File: config.mk
export PLATFORM = sky130hd
export DESIGN_NAME = reg_write_arbiter_flat
export DESIGN_NICKNAME = d
export VERILOG_FILES = /design/src/rtl/reg_write_arbiter_if.sv /design/src/rtl/reg_write_arbiter.sv /design/src/flat_wrapper.sv
export SDC_FILE = /design/constraint.sdc
export NUM_CORES = 1
export LEC_CHECK = 0
export BUFFER_PORTS_ARGS = -buffer_cell sky130_fd_sc_hd__buf_2
export CORE_UTILIZATION = 45
export CTS_BUF_LIST = sky130_fd_sc_hd__clkbuf_2 sky130_fd_sc_hd__clkbuf_4 sky130_fd_sc_hd__clkbuf_8
export DETAILED_ROUTE_END_ITERATION = 10
export GPL_ROUTABILITY_DRIVEN = 0
export PLACE_DENSITY = 0.85
export RECOVER_POWER = 100
export REMOVE_ABC_BUFFERS = 1
export SETUP_SLACK_MARGIN = 0.4
export SLEW_MARGIN = 40
export SYNTH_ARGS = -nofsm -noshare
export SYNTH_HDL_FRONTEND = slang
export SYNTH_SLANG_ARGS = --single-unit
File: constraint.sdc
create_clock -name CLK -period 1.8 [get_ports CLK]
set_input_delay 0.45 -clock CLK [delete_from_list [all_inputs] [get_ports CLK]]
set_output_delay 0.45 -clock CLK [all_outputs]
set_load 0.02 [all_outputs]
File: src/rtl/reg_write_arbiter_if.sv
// Writeback bus between the two writeback sources, the read-address taps and the reg_file write port.
// The slave modport is the arbiter side; master is the sources/reg_file side.
interface reg_write_arbiter_if #(
  parameter int unsigned DATA_W = 8,
  parameter int unsigned ADDR_W = 3
);
  logic              REQ_A;
  logic [ADDR_W-1:0] WREG_A;
  logic [DATA_W-1:0] WDATA_A;
  logic              ACK_A;
  logic              REQ_B;
  logic [ADDR_W-1:0] WREG_B;
  logic [DATA_W-1:0] WDATA_B;
  logic              ACK_B;
  logic [ADDR_W-1:0] READREG1;
  logic [ADDR_W-1:0] READREG2;
  logic [ADDR_W-1:0] WRITEREG;
  logic [DATA_W-1:0] WRITEDATA;
  logic              WRITEENABLE;
  logic              HAZARD;
  logic              BUSY;

  modport master (
    output REQ_A, WREG_A, WDATA_A, REQ_B, WREG_B, WDATA_B, READREG1, READREG2,
    input  ACK_A, ACK_B, WRITEREG, WRITEDATA, WRITEENABLE, HAZARD, BUSY
  );

  modport slave (
    input  REQ_A, WREG_A, WDATA_A, REQ_B, WREG_B, WDATA_B, READREG1, READREG2,
    output ACK_A, ACK_B, WRITEREG, WRITEDATA, WRITEENABLE, HAZARD, BUSY
  );
endinterface

File: src/rtl/reg_write_arbiter.sv
// Arbitrates the single reg_file write port between requester A (ALU) and B (load return).
// Default is round-robin; define ARB_FIXED_PRIO_EN to make A always win contention.
module reg_write_arbiter #(
  parameter int unsigned DATA_W = 8,
  parameter int unsigned ADDR_W = 3
) (
  input  logic              CLK,
  input  logic              RESET,
  reg_write_arbiter_if.slave bus
);
  typedef enum logic {LAST_A = 1'b0, LAST_B = 1'b1} last_e;

  last_e             r_last;
  last_e             w_last_nxt;
  logic              r_ack_a;
  logic              r_ack_b;
  logic              r_we;
  logic [ADDR_W-1:0] r_writereg;
  logic [DATA_W-1:0] r_writedata;

  logic              w_ack_a_nxt;
  logic              w_ack_b_nxt;
  logic              w_we_nxt;
  logic [ADDR_W-1:0] w_writereg_nxt;
  logic [DATA_W-1:0] w_writedata_nxt;
  logic              w_eff_a;
  logic              w_eff_b;
  logic              w_grant_a;
  logic              w_grant_b;
  logic              w_hazard;

  // State register
  always_ff @(posedge CLK) begin
    if (RESET) begin
      r_last      <= LAST_B;
      r_ack_a     <= 1'b0;
      r_ack_b     <= 1'b0;
      r_we        <= 1'b0;
      r_writereg  <= '0;
      r_writedata <= '0;
    end else begin
      r_last      <= w_last_nxt;
      r_ack_a     <= w_ack_a_nxt;
      r_ack_b     <= w_ack_b_nxt;
      r_we        <= w_we_nxt;
      r_writereg  <= w_writereg_nxt;
      r_writedata <= w_writedata_nxt;
    end
  end

  // Grant decision; a requester's REQ is ignored during its own ack cycle
  always_comb begin
    w_last_nxt      = r_last;
    w_ack_a_nxt     = 1'b0;
    w_ack_b_nxt     = 1'b0;
    w_we_nxt        = 1'b0;
    w_writereg_nxt  = r_writereg;
    w_writedata_nxt = r_writedata;

    w_eff_a = bus.REQ_A & ~r_ack_a;
    w_eff_b = bus.REQ_B & ~r_ack_b;
`ifdef ARB_FIXED_PRIO_EN
    w_grant_a = w_eff_a;
`else
    w_grant_a = w_eff_a & (~w_eff_b | (r_last == LAST_B));
`endif
    w_grant_b = w_eff_b & ~w_grant_a;

    if (w_grant_a) begin
      w_last_nxt      = LAST_A;
      w_ack_a_nxt     = 1'b1;
      w_we_nxt        = 1'b1;
      w_writereg_nxt  = bus.WREG_A;
      w_writedata_nxt = bus.WDATA_A;
    end else if (w_grant_b) begin
      w_last_nxt      = LAST_B;
      w_ack_b_nxt     = 1'b1;
      w_we_nxt        = 1'b1;
      w_writereg_nxt  = bus.WREG_B;
      w_writedata_nxt = bus.WDATA_B;
    end

    w_hazard = (w_eff_a & ((bus.WREG_A == bus.READREG1) | (bus.WREG_A == bus.READREG2)))
             | (w_eff_b & ((bus.WREG_B == bus.READREG1) | (bus.WREG_B == bus.READREG2)))
             | (r_we    & ((r_writereg == bus.READREG1) | (r_writereg == bus.READREG2)));
  end

  assign bus.ACK_A       = r_ack_a;
  assign bus.ACK_B       = r_ack_b;
  assign bus.WRITEENABLE = r_we;
  assign bus.WRITEREG    = r_writereg;
  assign bus.WRITEDATA   = r_writedata;
  assign bus.BUSY        = w_eff_a & w_eff_b;
  assign bus.HAZARD      = w_hazard;
endmodule

File: src/flat_wrapper.sv
// flat-port wrapper written by rule: the top's interface ports become plain ports
module reg_write_arbiter_flat 
#(
  parameter int unsigned DATA_W = 8,
  parameter int unsigned ADDR_W = 3
)
  (CLK, RESET, bus_REQ_A, bus_WREG_A, bus_WDATA_A, bus_REQ_B, bus_WREG_B, bus_WDATA_B, bus_READREG1, bus_READREG2, bus_ACK_A, bus_ACK_B, bus_WRITEREG, bus_WRITEDATA, bus_WRITEENABLE, bus_HAZARD, bus_BUSY);
  reg_write_arbiter_if #(.DATA_W(DATA_W), .ADDR_W(ADDR_W)) bus_i ();
  input  logic CLK;
  input  logic RESET;
  input wire logic [$bits(bus_i.REQ_A)-1:0] bus_REQ_A;
  input wire logic [$bits(bus_i.WREG_A)-1:0] bus_WREG_A;
  input wire logic [$bits(bus_i.WDATA_A)-1:0] bus_WDATA_A;
  input wire logic [$bits(bus_i.REQ_B)-1:0] bus_REQ_B;
  input wire logic [$bits(bus_i.WREG_B)-1:0] bus_WREG_B;
  input wire logic [$bits(bus_i.WDATA_B)-1:0] bus_WDATA_B;
  input wire logic [$bits(bus_i.READREG1)-1:0] bus_READREG1;
  input wire logic [$bits(bus_i.READREG2)-1:0] bus_READREG2;
  output wire logic [$bits(bus_i.ACK_A)-1:0] bus_ACK_A;
  output wire logic [$bits(bus_i.ACK_B)-1:0] bus_ACK_B;
  output wire logic [$bits(bus_i.WRITEREG)-1:0] bus_WRITEREG;
  output wire logic [$bits(bus_i.WRITEDATA)-1:0] bus_WRITEDATA;
  output wire logic [$bits(bus_i.WRITEENABLE)-1:0] bus_WRITEENABLE;
  output wire logic [$bits(bus_i.HAZARD)-1:0] bus_HAZARD;
  output wire logic [$bits(bus_i.BUSY)-1:0] bus_BUSY;
  assign bus_i.REQ_A = bus_REQ_A;
  assign bus_i.WREG_A = bus_WREG_A;
  assign bus_i.WDATA_A = bus_WDATA_A;
  assign bus_i.REQ_B = bus_REQ_B;
  assign bus_i.WREG_B = bus_WREG_B;
  assign bus_i.WDATA_B = bus_WDATA_B;
  assign bus_i.READREG1 = bus_READREG1;
  assign bus_i.READREG2 = bus_READREG2;
  assign bus_ACK_A = bus_i.ACK_A;
  assign bus_ACK_B = bus_i.ACK_B;
  assign bus_WRITEREG = bus_i.WRITEREG;
  assign bus_WRITEDATA = bus_i.WRITEDATA;
  assign bus_WRITEENABLE = bus_i.WRITEENABLE;
  assign bus_HAZARD = bus_i.HAZARD;
  assign bus_BUSY = bus_i.BUSY;
  reg_write_arbiter #(.DATA_W(DATA_W), .ADDR_W(ADDR_W)) u_core (.CLK(CLK), .RESET(RESET), .bus(bus_i));
endmodule
==> results of run 1 <==
state kept, by name, indices dropped and copies added (netlist names):
signal	flops
u_core.bus.WRITEENABLE	1
u_core.bus.WRITEDATA	8
u_core.bus.ACK_A	1
u_core.bus.ACK_B	1
u_core.r_last	1
u_core.bus.WRITEREG	3
repair_timing:
item,in CTS,in global routing
pin swaps,1,0
gates resized for setup,19,6
endpoints found under the setup margin,13,13
buffers inserted,4,0
gates cloned,1,0
logic make-up after synthesis:
logic type / Yosys count
AO/OA/AOI/OAI: 16
XOR/XNOR: 15
buffers and inverters: 4
flip-flops: 15
multiplexers: 11
AND/OR/NAND/NOR: 22
worst max-delay path: stages:
cell	delay, ns
buf_6	0.10
or2_1	0.25
a2111oi_4	0.31
nor2_1	0.10
o211ai_1	0.10
buf_4	0.17
per-layer routing:
layer,share of wire (%),global-route usage [%],routed length [µm]
met4,1.0,7.27,21
met1,45,26.0,925
met5,0,0,0
met2,49,37.4,1000
met3,5.0,2.38,103
through the flow:
| step | cells | setup slack [ns] | util, % | hold WS, ns |
|---|---|---|---|---|
| 6_report | 167 | -0.136 | 76.0 | 0.391 |
| 4_1_cts | 167 | -0.0964 | 74.0 | 0.380 |
| 3_3_place_gp | 158 | -0.102 | 65.2 | 0.443 |
| 2_1_floorplan | 80 | 0.0661 | - | 0.505 |
| 3_5_place_dp | 158 | -0.151 | 65.2 | 0.443 |
| 5_1_grt | 167 | -0.199 | 76.0 | 0.393 |
cells in the mapped netlist (all sizes together):
| master | instances |
|---|---|
| nor4 | 1 |
| dfxtp | 15 |
| a2111oi | 2 |
| o211ai | 1 |
| mux2i | 11 |
| nand2 | 4 |
| o21ai | 1 |
| nor3 | 7 |
| xor2 | 15 |
| inv | 1 |
| nor3b | 1 |
| or2 | 2 |
| a211o | 1 |
| buf | 3 |
| nor2 | 4 |
| nand2b | 3 |
| o2bb2ai | 11 |
report_power, final:
part           leakage [nW]  internal [W]  switching [W]
Combinational         0.478      0.000158       0.000165
Sequential            0.125      0.000361      0.0000213
Clock                0.0184      0.000101      0.0000959
Total                 0.621      0.000620       0.000282
worst max path at each step:
stage                          startpoint         end  slack [ns]
after floorplan           bus_READREG1[2]  bus_HAZARD        0.07
after global placement      bus_WREG_A[0]  bus_HAZARD       -0.10
after detailed placement    bus_WREG_A[0]  bus_HAZARD       -0.15
after CTS                   bus_WREG_A[0]  bus_HAZARD        -0.1
after global routing        bus_WREG_A[0]  bus_HAZARD       -0.20
final                       bus_WREG_A[0]  bus_HAZARD       -0.14
cell type report:
type,instances,area share (%)
repair buffers,58,28.7
multi-input cells,64,43.7
inverters,1,0.283
well taps,25,2.36
clock buffers,4,2.26
flip-flops and latches,15,22.7
==> run_results.csv, run 1 <==
group,metric,value,unit
status,failed_checks,"negative setup slack",
cells_and_area,layout_common_cells,"buf_2 (44), xor2_1 (15), dfxtp_1 (14)",
detailed_routing,detail_route.first_pass.iterations,4,
worst_setup_path,timing.rr.end,"u_core.bus.WRITEDATA[0]",
synthesis,synth_top_area_share,35.2,%
pwr,report.power.total,0.000902,W
detailed_routing,post-route-drc-count,0,
global_route,number_of_global_route_vias_before_repair,754,
synthesis,synth.cell_area,853,µm²
detailed_routing,num_vias,836,
sta,setup_violations,1,
sta,final_setup_margin,-0.136,ns
floorplan,floorplan.die_area,2070,µm²
floorplan,num_rows,15,
sta,worst-slew-pin-transition,0.455,ns
worst_setup_path,reg2reg_from,"u_core.bus.ACK_A",
pwr,irDropWorstVdd,0.551,mV
cells_and_area,layout.filler_cells,125,
worst_setup_path,startpoint_type,"input port",
synthesis,netlist-cell-type-count,22,
cts,source_to_sink_clock_delay_at_the_later_pin_of_the_worst_skew_pair,0.27,ns
synthesis,synthDominantAreaCellType,"dfxtp_1",
cells_and_area,layout_commonest_cell,"buf_2",
global_route,antenna_found_initial,0,
synthesis,synth_compound_area_share,16.9,%
cts,cts_hold_repair.buffers,0,
min_path,worst_hold_path_type,"input port to register",
global_route,grt_pass1_wl,3140,µm
cells_and_area,final_design_area_no_fill,1330,µm²
floorplan,placeableCoreArea,1750,µm²
place,port_buffers,47,
synthesis,synthMuxAreaShare,12.9,%
synthesis,synth_xor_area_share,15.4,%
min_path,min_path_cells,2,
worst_setup_path,worst-r2r-setup-slack,0.33,ns
pwr,cellLeakagePower,0.621,nW
detailed_routing,wirelength,2050,µm
sta,slew_headroom,69.6,%
global_route,grtUsageTotal,21.1,%
detailed_routing,postRouteAntennaNets,0,
worst_setup_path,critPathMaxFanout,5,
sta,fin_crit,1.94,ns
worst_setup_path,worst_r2r_path_depth,8,
synthesis,postSynthRegisterBits,15,
synthesis,syn_inst,83,
place,place.detailed.hpwl,1480,µm
floorplan,chipHeight,45.5,µm
detailed_routing,via_per_inst,5.01,
synthesis,synthTopCellsByArea,"dfxtp_1 (35%), xor2_1 (15%), mux2i_1 (13%), o2bb2ai_1 (11%), nor3_1 (4.1%)",
cts,clkSlewWorstSetupHoldPaths,0.09,ns
floorplan,top_level_ports,48,
job,max_cap_violations,0,
global_route,overflow,0,
cts,clock_tree.buffer_depth,2,
place,dpl-instance-area,1140,µm²
worst_setup_path,criticalPathCategory,"input port to output port",
cells_and_area,multiInputGateArea,579,µm²
global_route,largest_net_degree_at_the_start_of_global_routing,13,
floorplan,chipWidth,45.5,µm
worst_setup_path,cp-end-kind,"output port",
sta,grt_setup_unrepaired,"true",
sta,max_freq,516,MHz
cells_and_area,fin_nets,175,
synthesis,post_synth.cell_area_avg,10.3,µm²
cells_and_area,antenna_cells,0,
detailed_routing,routed_wire_per_std_cell,12.3,µm
cts,cts_tree,"built",
synthesis,dominant_combinational_cell_family_by_area_after_synthesis,"compound AO/OA/AOI/OAI gates",
min_path,hold_path_endpoint,"u_core.bus.ACK_A",
cts,clock_tree_root,"clkbuf_4",
worst_setup_path,critPathArrivalTime,1.49,ns
sta,tns,-0.136,ns
cells_and_area,final_layout_size_suffix_gt1_share,52.8,%
sta,finClkSkew,0.00663,ns
cells_and_area,ff_latch_area,302,µm²
synthesis,ys.warnings.count,0,
synthesis,post_synth_adder_cell_area,0,%
status,run_status,"finished, violations left",
floorplan,initial_core_util,48.9,%
cells_and_area,syn_to_final_growth,55.4,%
pwr,pwr_density_cell,680,nW/µm²
cts,htreeDepth,1,
synthesis,seq_area_frac_synth,35.2,%
sta,finalCritPeriodShare,108,%
synthesis,synth-simple-area-share,16.0,%
cts,cts-buffers-inserted,3,
worst_setup_path,critical_path_required,1.35,ns
detailed_routing,initialDrtViolationCount,7,
sta,timing_hold_violations_final,0,
min_path,hold_path_startpoint,"RESET",
sta,timing.final.max_slew_violations,0,
cts,sink_count_of_the_clock_tree,15,
Power figures use the tool's default switching activity.
==> run 2, diff against run 1 <==
--- a/config.mk
+++ b/config.mk
@@ -10,6 +10,7 @@
 export CTS_BUF_LIST = sky130_fd_sc_hd__clkbuf_2 sky130_fd_sc_hd__clkbuf_4 sky130_fd_sc_hd__clkbuf_8
 export DETAILED_ROUTE_END_ITERATION = 10
 export GPL_ROUTABILITY_DRIVEN = 0
+export MAX_ROUTING_LAYER = met4
 export PLACE_DENSITY = 0.85
 export RECOVER_POWER = 100
 export REMOVE_ABC_BUFFERS = 1
==> constraint.sdc (replaced) <==
create_clock -name CLK -period 1.88 [get_ports CLK]
set_input_delay 0.47 -clock CLK [delete_from_list [all_inputs] [get_ports CLK]]
set_output_delay 0.47 -clock CLK [all_outputs]
set_load 0.02 [all_outputs]
==> run_results.csv, run 2 (synthesized netlist as in run 1, its figures left out) <==
group,metric,value,unit
status,run_status,"finished, violations left",
status,failed_checks,"negative setup slack",
cells_and_area,layout_common_cells,"buf_2 (29), clkbuf_1 (17), xor2_1 (15), dfxtp_1 (15), o2bb2ai_1 (11)",
sta,timing_hold_violations_final,0,
floorplan,initial_core_util,48.9,%
sta,finalHoldWorstSlack,0.428,ns
worst_setup_path,critPathMaxFanout,3,
cells_and_area,antenna_cells,0,
worst_setup_path,critical_path_required,1.41,ns
cells_and_area,final_cell_count_no_fill,166,
cts,clkSlewWorstSetupHoldPaths,0.08,ns
sta,timing.final.max_slew_violations,0,
floorplan,top_level_ports,48,
worst_setup_path,startpoint_type,"input port",
global_route,number_of_global_route_vias_before_repair,778,
cells_and_area,syn_to_final_growth,48.8,%
floorplan,chipHeight,45.5,µm
pwr,cellLeakagePower,0.551,nW
detailed_routing,postRouteAntennaNets,0,
sta,worst-slew-pin-transition,0.475,ns
cts,cts_tree,"built",
cells_and_area,multiInputGateArea,571,µm²
cts,sink_count_of_the_clock_tree,15,
detailed_routing,num_vias,841,
global_route,grt_pass1_wl,3320,µm
cts,cts_hold_repair.buffers,0,
cts,htreeDepth,1,
sta,finClkSkew,0.00409,ns
floorplan,num_rows,15,
cells_and_area,fin_nets,174,
min_path,worst_hold_path_type,"input port to register",
pwr,pwr_density_cell,665,nW/µm²
cts,cts-buffers-inserted,3,
sta,finalCritPeriodShare,104,%
detailed_routing,wirelength,2260,µm
sta,fin_crit,1.95,ns
global_route,overflow,0,
cts,clock_tree.buffer_depth,2,
place,place.detailed.hpwl,1540,µm
sta,slew_headroom,68.3,%
cts,source_to_sink_clock_delay_at_the_later_pin_of_the_worst_skew_pair,0.27,ns
sta,setup_violations,1,
floorplan,floorplan.die_area,2070,µm²
floorplan,placeableCoreArea,1750,µm²
floorplan,chipWidth,45.5,µm
pwr,irDropWorstVdd,0.369,mV
detailed_routing,routed_wire_per_std_cell,13.6,µm
cells_and_area,final_design_area_no_fill,1270,µm²
cells_and_area,layout_commonest_cell,"buf_2",
detailed_routing,initialDrtViolationCount,3,
detailed_routing,post-route-drc-count,0,
job,max_cap_violations,0,
global_route,largest_net_degree_at_the_start_of_global_routing,13,
cells_and_area,layout.filler_cells,145,
detailed_routing,detail_route.first_pass.iterations,2,
worst_setup_path,criticalPathCategory,"input port to output port",
detailed_routing,via_per_inst,5.07,
global_route,grtUsageTotal,23.1,%
sta,grt_setup_unrepaired,"true",
sta,final_setup_margin,-0.0664,ns
cells_and_area,ff_latch_area,300,µm²
worst_setup_path,critPathArrivalTime,1.48,ns
cells_and_area,largest_reg_flops,8,
place,port_buffers,47,
place,placed_cells_incl_taps,157,
worst_setup_path,cp-end-kind,"output port",
cts,clock_tree_root,"clkbuf_4",
place,dpl-instance-area,1130,µm²
cells_and_area,final_layout_size_suffix_gt1_share,39.0,%
sta,max_freq,514,MHz
global_route,antenna_found_initial,0,
-- run 2: final cells by class --
type,instances,area share (%)
clock buffers,4,2.36
well taps,25,2.46
flip-flops and latches,15,23.6
repair buffers,57,26.3
inverters,1,0.296
multi-input cells,64,44.9
-- run 2: final timing paths --
kind	startpoint	end	slack, ns	cells after the start
worst min register to register	u_core.bus.WRITEDATA[7]	u_core.bus.WRITEDATA[7]	0.47	1
worst max-delay path	bus_READREG1[2]	bus_HAZARD	-0.07	6
worst max register to register	u_core.bus.ACK_A	u_core.bus.WRITEREG[2]	0.10	9
worst min-delay path	RESET	u_core.bus.ACK_A	0.43	2
-- run 2: stage by stage --
stage | utilization, % | total power, W | setup slack [ns] | TNS (ns)
finish | 72.8 | 0.000844 | -0.0664 | -0.0664
global placement | 64.7 | 0.000612 | -0.0562 | -0.0562
floorplan | - | 0.000514 | 0.106 | 0
detailed placement | 64.7 | 0.000620 | -0.108 | -0.108
CTS | 73.3 | 0.000852 | -0.0398 | -0.0398
global route | 72.8 | 0.000889 | -0.0991 | -0.210
-- run 2: what timing repair did --
action / CTS / global route
endpoints found under the setup margin: 13 / 13
gates cloned: 1 / 0
pin swaps: 3 / 1
endpoints found under the hold margin: 0 / 0
buffers inserted: 4 / 0
gates resized for setup: 18 / 9
-- run 2: layer usage --
layer  wire (µm)  share of wire (%)  GRT usage, %
met5           0                  0             -
met4          10               0.44          9.09
met2        1230                 55          40.6
met3          97                4.3          3.17
met1         917                 41          26.2
-- run 2: critical path, stage by stage --
cell,delay [ns]
buf_2,0.13
xor2_1,0.17
nor4_1,0.23
nor3_1,0.10
o211ai_1,0.19
buf_4,0.18
-- run 2: where the power goes --
| part | switching, W | leakage [nW] | internal, W |
|---|---|---|---|
| registers | 0.0000218 | 0.124 | 0.000346 |
| clock network | 0.0000900 | 0.0184 | 0.0000964 |
| logic | 0.000157 | 0.408 | 0.000133 |
| total | 0.000269 | 0.551 | 0.000575 |
